<file path="config.mk">
export PLATFORM = sky130hd
export DESIGN_NAME = ln_range_reduce
export DESIGN_NICKNAME = d
export VERILOG_FILES = /design/src/rtl/ln_range_reduce.sv
export SDC_FILE = /design/constraint.sdc
export NUM_CORES = 1
export LEC_CHECK = 0
export CAP_MARGIN = 40
export CORE_MARGIN = 2
export CORE_UTILIZATION = 45
export DETAILED_ROUTE_END_ITERATION = 12
export PLACE_DENSITY = 0.72
export SKIP_LAST_GASP = 1
export SLEW_MARGIN = 20
export SYNTH_ARGS = -nofsm -noshare
export SYNTH_HDL_FRONTEND = slang
export SYNTH_SLANG_ARGS = --single-unit
</file>
<file path="constraint.sdc">
create_clock -name clk -period 2.3 [get_ports clk]
set_input_delay 0.23 -clock clk [delete_from_list [all_inputs] [get_ports clk]]
set_output_delay 0.23 -clock clk [all_outputs]
set_load 0.1 [all_outputs]
</file>
<file path="src/rtl/ln_range_reduce.sv">
// Range reduction for ln: x = m * 2^k with m's exponent forced to REDUCE_EXP, k also as exact float.
// Latency: 1 cycle for specials, 2+z for normals, 3+sc+z for denormals (z = leading zeros of |k|, sc = denormal shift).
// Backpressure: in_ready only in IDLE; result held stable while out_valid=1 and out_ready=0.
module ln_range_reduce #(
    // Biased exponent given to m; keep within 120..130 so |k| fits in 8 bits.
    parameter int REDUCE_EXP = 125
) (
    input  logic        clk,
    input  logic        rst,
    input  logic        in_valid,
    output logic        in_ready,
    input  logic [31:0] in,
    output logic        out_valid,
    input  logic        out_ready,
    output logic [31:0] m_out,
    output logic [8:0]  k_out,
    output logic [31:0] k_float,
    output logic        flag_zero,
    output logic        flag_inf,
    output logic        flag_nan
);

    typedef enum logic [1:0] {IDLE, NORM, CONV, DONE} state_t;

    localparam logic [7:0] RE  = 8'(REDUCE_EXP);
    localparam logic [8:0] RE9 = {1'b0, RE};

    state_t      state;
    logic [23:0] mant;      // denormal mantissa being normalised
    logic [4:0]  sc;        // normalisation shift count
    logic [7:0]  kmag;      // |k|, shifted left during float conversion
    logic [2:0]  z;         // leading-zero count found so far
    logic        k_neg;     // sign of k

    logic [7:0]  in_exp;
    logic [22:0] in_frac;
    logic [8:0]  k_norm;
    logic [8:0]  k_den;

    assign in_exp  = in[30:23];
    assign in_frac = in[22:0];
    // k for a normal operand: E - REDUCE_EXP
    assign k_norm  = {1'b0, in_exp} - RE9;
    // k for a denormal once its leading one reaches bit 23: 1 - sc - REDUCE_EXP
    assign k_den   = 9'd1 - {4'd0, sc} - RE9;

    // Magnitude of a 9-bit two's complement k; the legal range keeps it within 8 bits.
    function automatic logic [7:0] abs9(input logic [8:0] v);
        logic [8:0] n;
        n = 9'd0 - v;
        return v[8] ? n[7:0] : v[7:0];
    endfunction

    // Control FSM with all outputs registered.
    always_ff @(posedge clk) begin
        if (rst) begin
            state     <= IDLE;
            in_ready  <= 1'b1;
            out_valid <= 1'b0;
            m_out     <= 32'd0;
            k_out     <= 9'd0;
            k_float   <= 32'd0;
            flag_zero <= 1'b0;
            flag_inf  <= 1'b0;
            flag_nan  <= 1'b0;
            mant      <= 24'd0;
            sc        <= 5'd0;
            kmag      <= 8'd0;
            z         <= 3'd0;
            k_neg     <= 1'b0;
        end else begin
            case (state)
                IDLE: begin
                    if (in_valid) begin
                        in_ready  <= 1'b0;
                        flag_zero <= 1'b0;
                        flag_inf  <= 1'b0;
                        flag_nan  <= 1'b0;
                        k_float   <= 32'd0;
                        sc        <= 5'd0;
                        z         <= 3'd0;
                        if ((in_exp == 8'hFF && in_frac != 23'd0) ||
                            (in[31] && in[30:0] != 31'd0)) begin
                            // NaN or negative nonzero: ln undefined
                            flag_nan  <= 1'b1;
                            m_out     <= 32'h7FC0_0000;
                            k_out     <= 9'd0;
                            out_valid <= 1'b1;
                            state     <= DONE;
                        end else if (in[30:0] == 31'd0) begin
                            flag_zero <= 1'b1;
                            m_out     <= 32'd0;
                            k_out     <= 9'd0;
                            out_valid <= 1'b1;
                            state     <= DONE;
                        end else if (in_exp == 8'hFF) begin
                            flag_inf  <= 1'b1;
                            m_out     <= 32'h7F80_0000;
                            k_out     <= 9'd0;
                            out_valid <= 1'b1;
                            state     <= DONE;
                        end else if (in_exp == 8'd0) begin
                            // Denormal: find the leading one before forming m
                            mant  <= {1'b0, in_frac};
                            state <= NORM;
                        end else begin
                            m_out <= {1'b0, RE, in_frac};
                            k_out <= k_norm;
                            kmag  <= abs9(k_norm);
                            k_neg <= k_norm[8];
                            state <= CONV;
                        end
                    end
                end
                NORM: begin
                    if (mant[23]) begin
                        m_out <= {1'b0, RE, mant[22:0]};
                        k_out <= k_den;
                        kmag  <= abs9(k_den);
                        k_neg <= k_den[8];
                        state <= CONV;
                    end else begin
                        mant <= mant << 1;
                        sc   <= sc + 5'd1;
                    end
                end
                CONV: begin
                    if (kmag == 8'd0) begin
                        k_float   <= 32'd0;
                        out_valid <= 1'b1;
                        state     <= DONE;
                    end else if (kmag[7]) begin
                        // Leading one at bit 7 after z shifts: |k| = 1.kmag[6:0] * 2^(7-z)
                        k_float   <= {k_neg, 8'd134 - {5'd0, z}, kmag[6:0], 16'd0};
                        out_valid <= 1'b1;
                        state     <= DONE;
                    end else begin
                        kmag <= kmag << 1;
                        z    <= z + 3'd1;
                    end
                end
                DONE: begin
                    if (out_ready) begin
                        out_valid <= 1'b0;
                        in_ready  <= 1'b1;
                        state     <= IDLE;
                    end
                end
                default: state <= IDLE;
            endcase
        end
    end

endmodule

</file>
==> impl_metrics.json <==
{
  "cts_tree": "yes",
  "holdPathEnd": "k_float[25]",
  "coreArea_um2": 11900,
  "drt_pass1_iterations": 5,
  "fp.dieW_um": 114,
  "swShare_pct": 51.1,
  "synth_flop_cell": "dfxtp_1",
  "seq_area_frac_synth_pct": 35.3,
  "setup_ws_ns": 0.0704,
  "fmax_ghz": 0.449,
  "routed_wl_mm": 15.5,
  "dieHeight_um": 114,
  "grt.total_usage_pct": 23.4,
  "r2r_end": "kmag[5]",
  "power_density_nw_per_um2": 1390,
  "ys_warn_count": 0,
  "dp_slack_ns": -0.387,
  "clk_latency_ns": 0.34,
  "first_global_vias": 5050,
  "grt_setup_unrepaired": "true",
  "async_reset_ff_share_pct": 0,
  "gp_congestion": 0.930,
  "ys_ff_latch": 96,
  "synthesis.area_um2": 5440,
  "grt_pass1_wl_mm": 24.9,
  "grt_max_degree": 56,
  "slew_violations": 0,
  "synth-edff-count": 0,
  "htreeDepth": 3,
  "peakVddDrop_mv": 0.885,
  "synth_area_per_cell_um2": 8.16,
  "cpLargestDelayFamily": "simple AND/OR/NAND/NOR gates",
  "final_nets": 873,
  "dp.cells": 949,
  "hold_viol_final": 0,
  "io_buffers": 96,
  "start_kind": "input pin",
  "hold_path.startpoint": "rst",
  "ys_types": 67,
  "dp_hpwl_mm": 11.3,
  "area_growth_pct": 35.5,
  "holdPathStages": 2,
  "setup_viol": 0,
  "cpPeakStageDelay_ns": 0.43,
  "max_slew.worst_pin.slew_ns": 0.570,
  "crit_type": "in -> reg",
  "numCtsBuffers": 9,
  "fin_cells": 969,
  "critPathMaxFanout": 3,
  "die_area_um2": 13000,
  "worstRegToRegCells": 10,
  "p_clk_share_pct": 15.7,
  "max-cap-violations": 0,
  "drc": 0,
  "antenna_cells": 0,
  "via_per_inst": 5.73,
  "antenna_left": 0,
  "finalClockSkew_ns": 0.00955,
  "vias": 5548,
  "cp.required_ns": 2.55,
  "r2r_slack_ns": 0.09,
  "p_leak_nw": 3.04,
  "cp-end-kind": "register",
  "relSlewSlack_pct": 61.8,
  "fin_tns_setup_ns": 0,
  "crit_chain": "clkdlybuf4s50_1 -> nor4_1 -> nand4_1 -> nor3_4 -> buf_4 -> buf_4 -> nor2_1 -> a211oi_1 -> nor2_1 -> a211oi_1",
  "pwr-share-comb_pct": 59.5,
  "whs_ns": 0.267,
  "antenna_found_initial": 0,
  "p_switching_mw": 5.23,
  "dr.first_iter.drc_count": 500,
  "clk_pin_slew_ns": 0.06,
  "io_pins": 114,
  "fin_crit_ns": 2.23,
  "grt_overflow": 0,
  "rows": 40,
  "cts_sinks": 96,
  "worstPathArrival_ns": 2.48,
  "root_buffer": "clkbuf_16",
  "internal-power_mw": 5.00,
  "r2r-start": "sc[2]",
  "clk_path_buf_depth": 2,
  "hold_class": "in -> reg",
  "slowest_stage": "clkdlybuf4s50_1",
  "min_period_over_period_pct": 96.9,
  "pwr-share-seq_pct": 24.8,
  "wl_per_cell_um": 15.9,
  "worstPathBufferInverterCount": 3,
  "drive_gt1_share_pct": 27.3,
  "start_util_pct": 45.7,
  "syn_inst": 667,
  "status": "complete, no violations"
}
[cells in the final DEF (no fill, tap or decap), types with 5 or more instances in the layout]
cell type / count
o22ai_1: 23
xor2_1: 10
o21ai_0: 10
ha_1: 17
xnor2_1: 16
a31oi_1: 6
nor2_1: 79
inv_1: 36
nand3_1: 16
conb_1: 17
clkbuf_16: 9
buf_4: 157
a21oi_1: 34
nand4_1: 5
a221oi_1: 42
a221oi_2: 5
dfxtp_1: 93
clkdlybuf4s50_1: 34
nor3_1: 39
nor4_1: 9
nand2_1: 38
buf_12: 5
nand2b_1: 12
a211oi_1: 10
[worst max-delay path by stage]
stage / cells after the start / endpoint / start / slack [ns]
final: 10 / out_valid / in[6] / 0.07
after global routing: 10 / kmag[4] / in[1] / -0.05
after CTS: 10 / kmag[4] / in[3] / -0.02
after detailed placement: 10 / m_out[20] / in[3] / -0.39
after global placement: 10 / m_out[17] / in[5] / -0.27
after floorplan: 9 / kmag[5] / sc[1] / 0.06
[Yosys cell counts, types with 3 or more instances]
| master | count | area, µm² |
|---|---|---|
| a211oi_1 | 11 | 82.6 |
| a21oi_1 | 34 | 170 |
| a221oi_1 | 43 | 377 |
| a221oi_2 | 4 | 60.1 |
| a2bb2oi_1 | 4 | 35.0 |
| a311oi_1 | 3 | 26.3 |
| a31oi_1 | 6 | 37.5 |
| a32oi_1 | 3 | 26.3 |
| and2_1 | 3 | 18.8 |
| and3_1 | 4 | 25.0 |
| buf_2 | 12 | 60.1 |
| buf_4 | 26 | 195 |
| buf_6 | 3 | 33.8 |
| clkbuf_1 | 32 | 120 |
| dfxtp_1 | 96 | 1920 |
| ha_1 | 19 | 238 |
| inv_1 | 38 | 143 |
| nand2_1 | 39 | 146 |
| nand2b_1 | 13 | 81.3 |
| nand3_1 | 17 | 85.1 |
| nand4_1 | 5 | 31.3 |
| nor2_1 | 81 | 304 |
| nor2b_1 | 3 | 18.8 |
| nor3_1 | 40 | 200 |
| nor4_1 | 11 | 68.8 |
| o211ai_1 | 3 | 22.5 |
| o21ai_0 | 11 | 55.1 |
| o22ai_1 | 24 | 150 |
| or2_2 | 3 | 18.8 |
| xnor2_1 | 19 | 166 |
| xor2_1 | 11 | 96.3 |
[layer usage]
layer / wire length [µm] / global-route usage, % / vias to the layer above
met3: 842 / 2.82 / 22
met5: 0 / 0 / -
met4: 291 / 7.15 / 0
met1: 7210 / 34.2 / 2647
li1: - / - / 2677
met2: 7110 / 36.1 / 202
[registers in the layout, indices dropped and copies added, names as in the netlist]
signal and cells:
flag_inf 1, k_out 9, flag_nan 1, k_neg 1
kmag 8, in_ready 1, state 2, m_out 25
flag_zero 1, mant 24, out_valid 1, sc 5
z 3, k_float 14
[through the flow]
stage	area [µm²]	utilization [%]	power (mW)
global placement	6870	57.7	8.35
finish	7370	61.9	10.2
CTS	7220	60.6	10.1
global route	7370	61.9	10.8
detailed placement	6870	57.7	8.45
floorplan	5500	-	6.98
[worst reg2reg max path: stages (launching register included)]
cell and delay (ns):
dfxtp_2 0.34, inv_2 0.10, buf_4 0.13, ha_1 0.23, nor2_4 0.09, or3_4 0.37, a211oi_2 0.25, buf_4 0.15
xnor2_1 0.13, a21oi_1 0.09, o32ai_1 0.22
[cell type report]
type	count	area, µm²
clock inverter	6	91.3
tap	147	184
inverter	38	145
multi-input combinational	475	3170
clock buffer	9	225
timing repair buffer	198	1640
sequential	96	1930
fill	1044	4540
[timing repair]
item                       in CTS  in global routing
gates cloned                    0                  0
setup endpoints to repair      17                 63
resized for setup               4                 27
hold buffers                    0                  0
buffers inserted                1                  4
hold endpoints to repair        0                  0
pin swaps                       1                  6
[power groups by stage]
stage | Combinational, mW | Sequential [mW] | Clock [mW]
global placement | 5.80 | 2.54 | 0
CTS | 5.93 | 2.53 | 1.62
global route | 6.49 | 2.60 | 1.68
finish | 6.08 | 2.54 | 1.61
floorplan | 2.98 | 3.99 | 0
detailed placement | 5.89 | 2.56 | 0
[cells by family after synthesis]
| group | after synthesis | synth area share, % |
|---|---|---|
| buf+inv | 112 | 10.2 |
| flops | 96 | 35.3 |
| other cells | 1 | 0.0689 |
| simple gates | 236 | 21.3 |
| fa+ha+maj | 19 | 4.37 |
| xor+xnor | 30 | 4.83 |
| mux | 4 | 0.782 |
| compound gates | 169 | 23.1 |
Note: power is estimated with default switching activity, not from simulation.
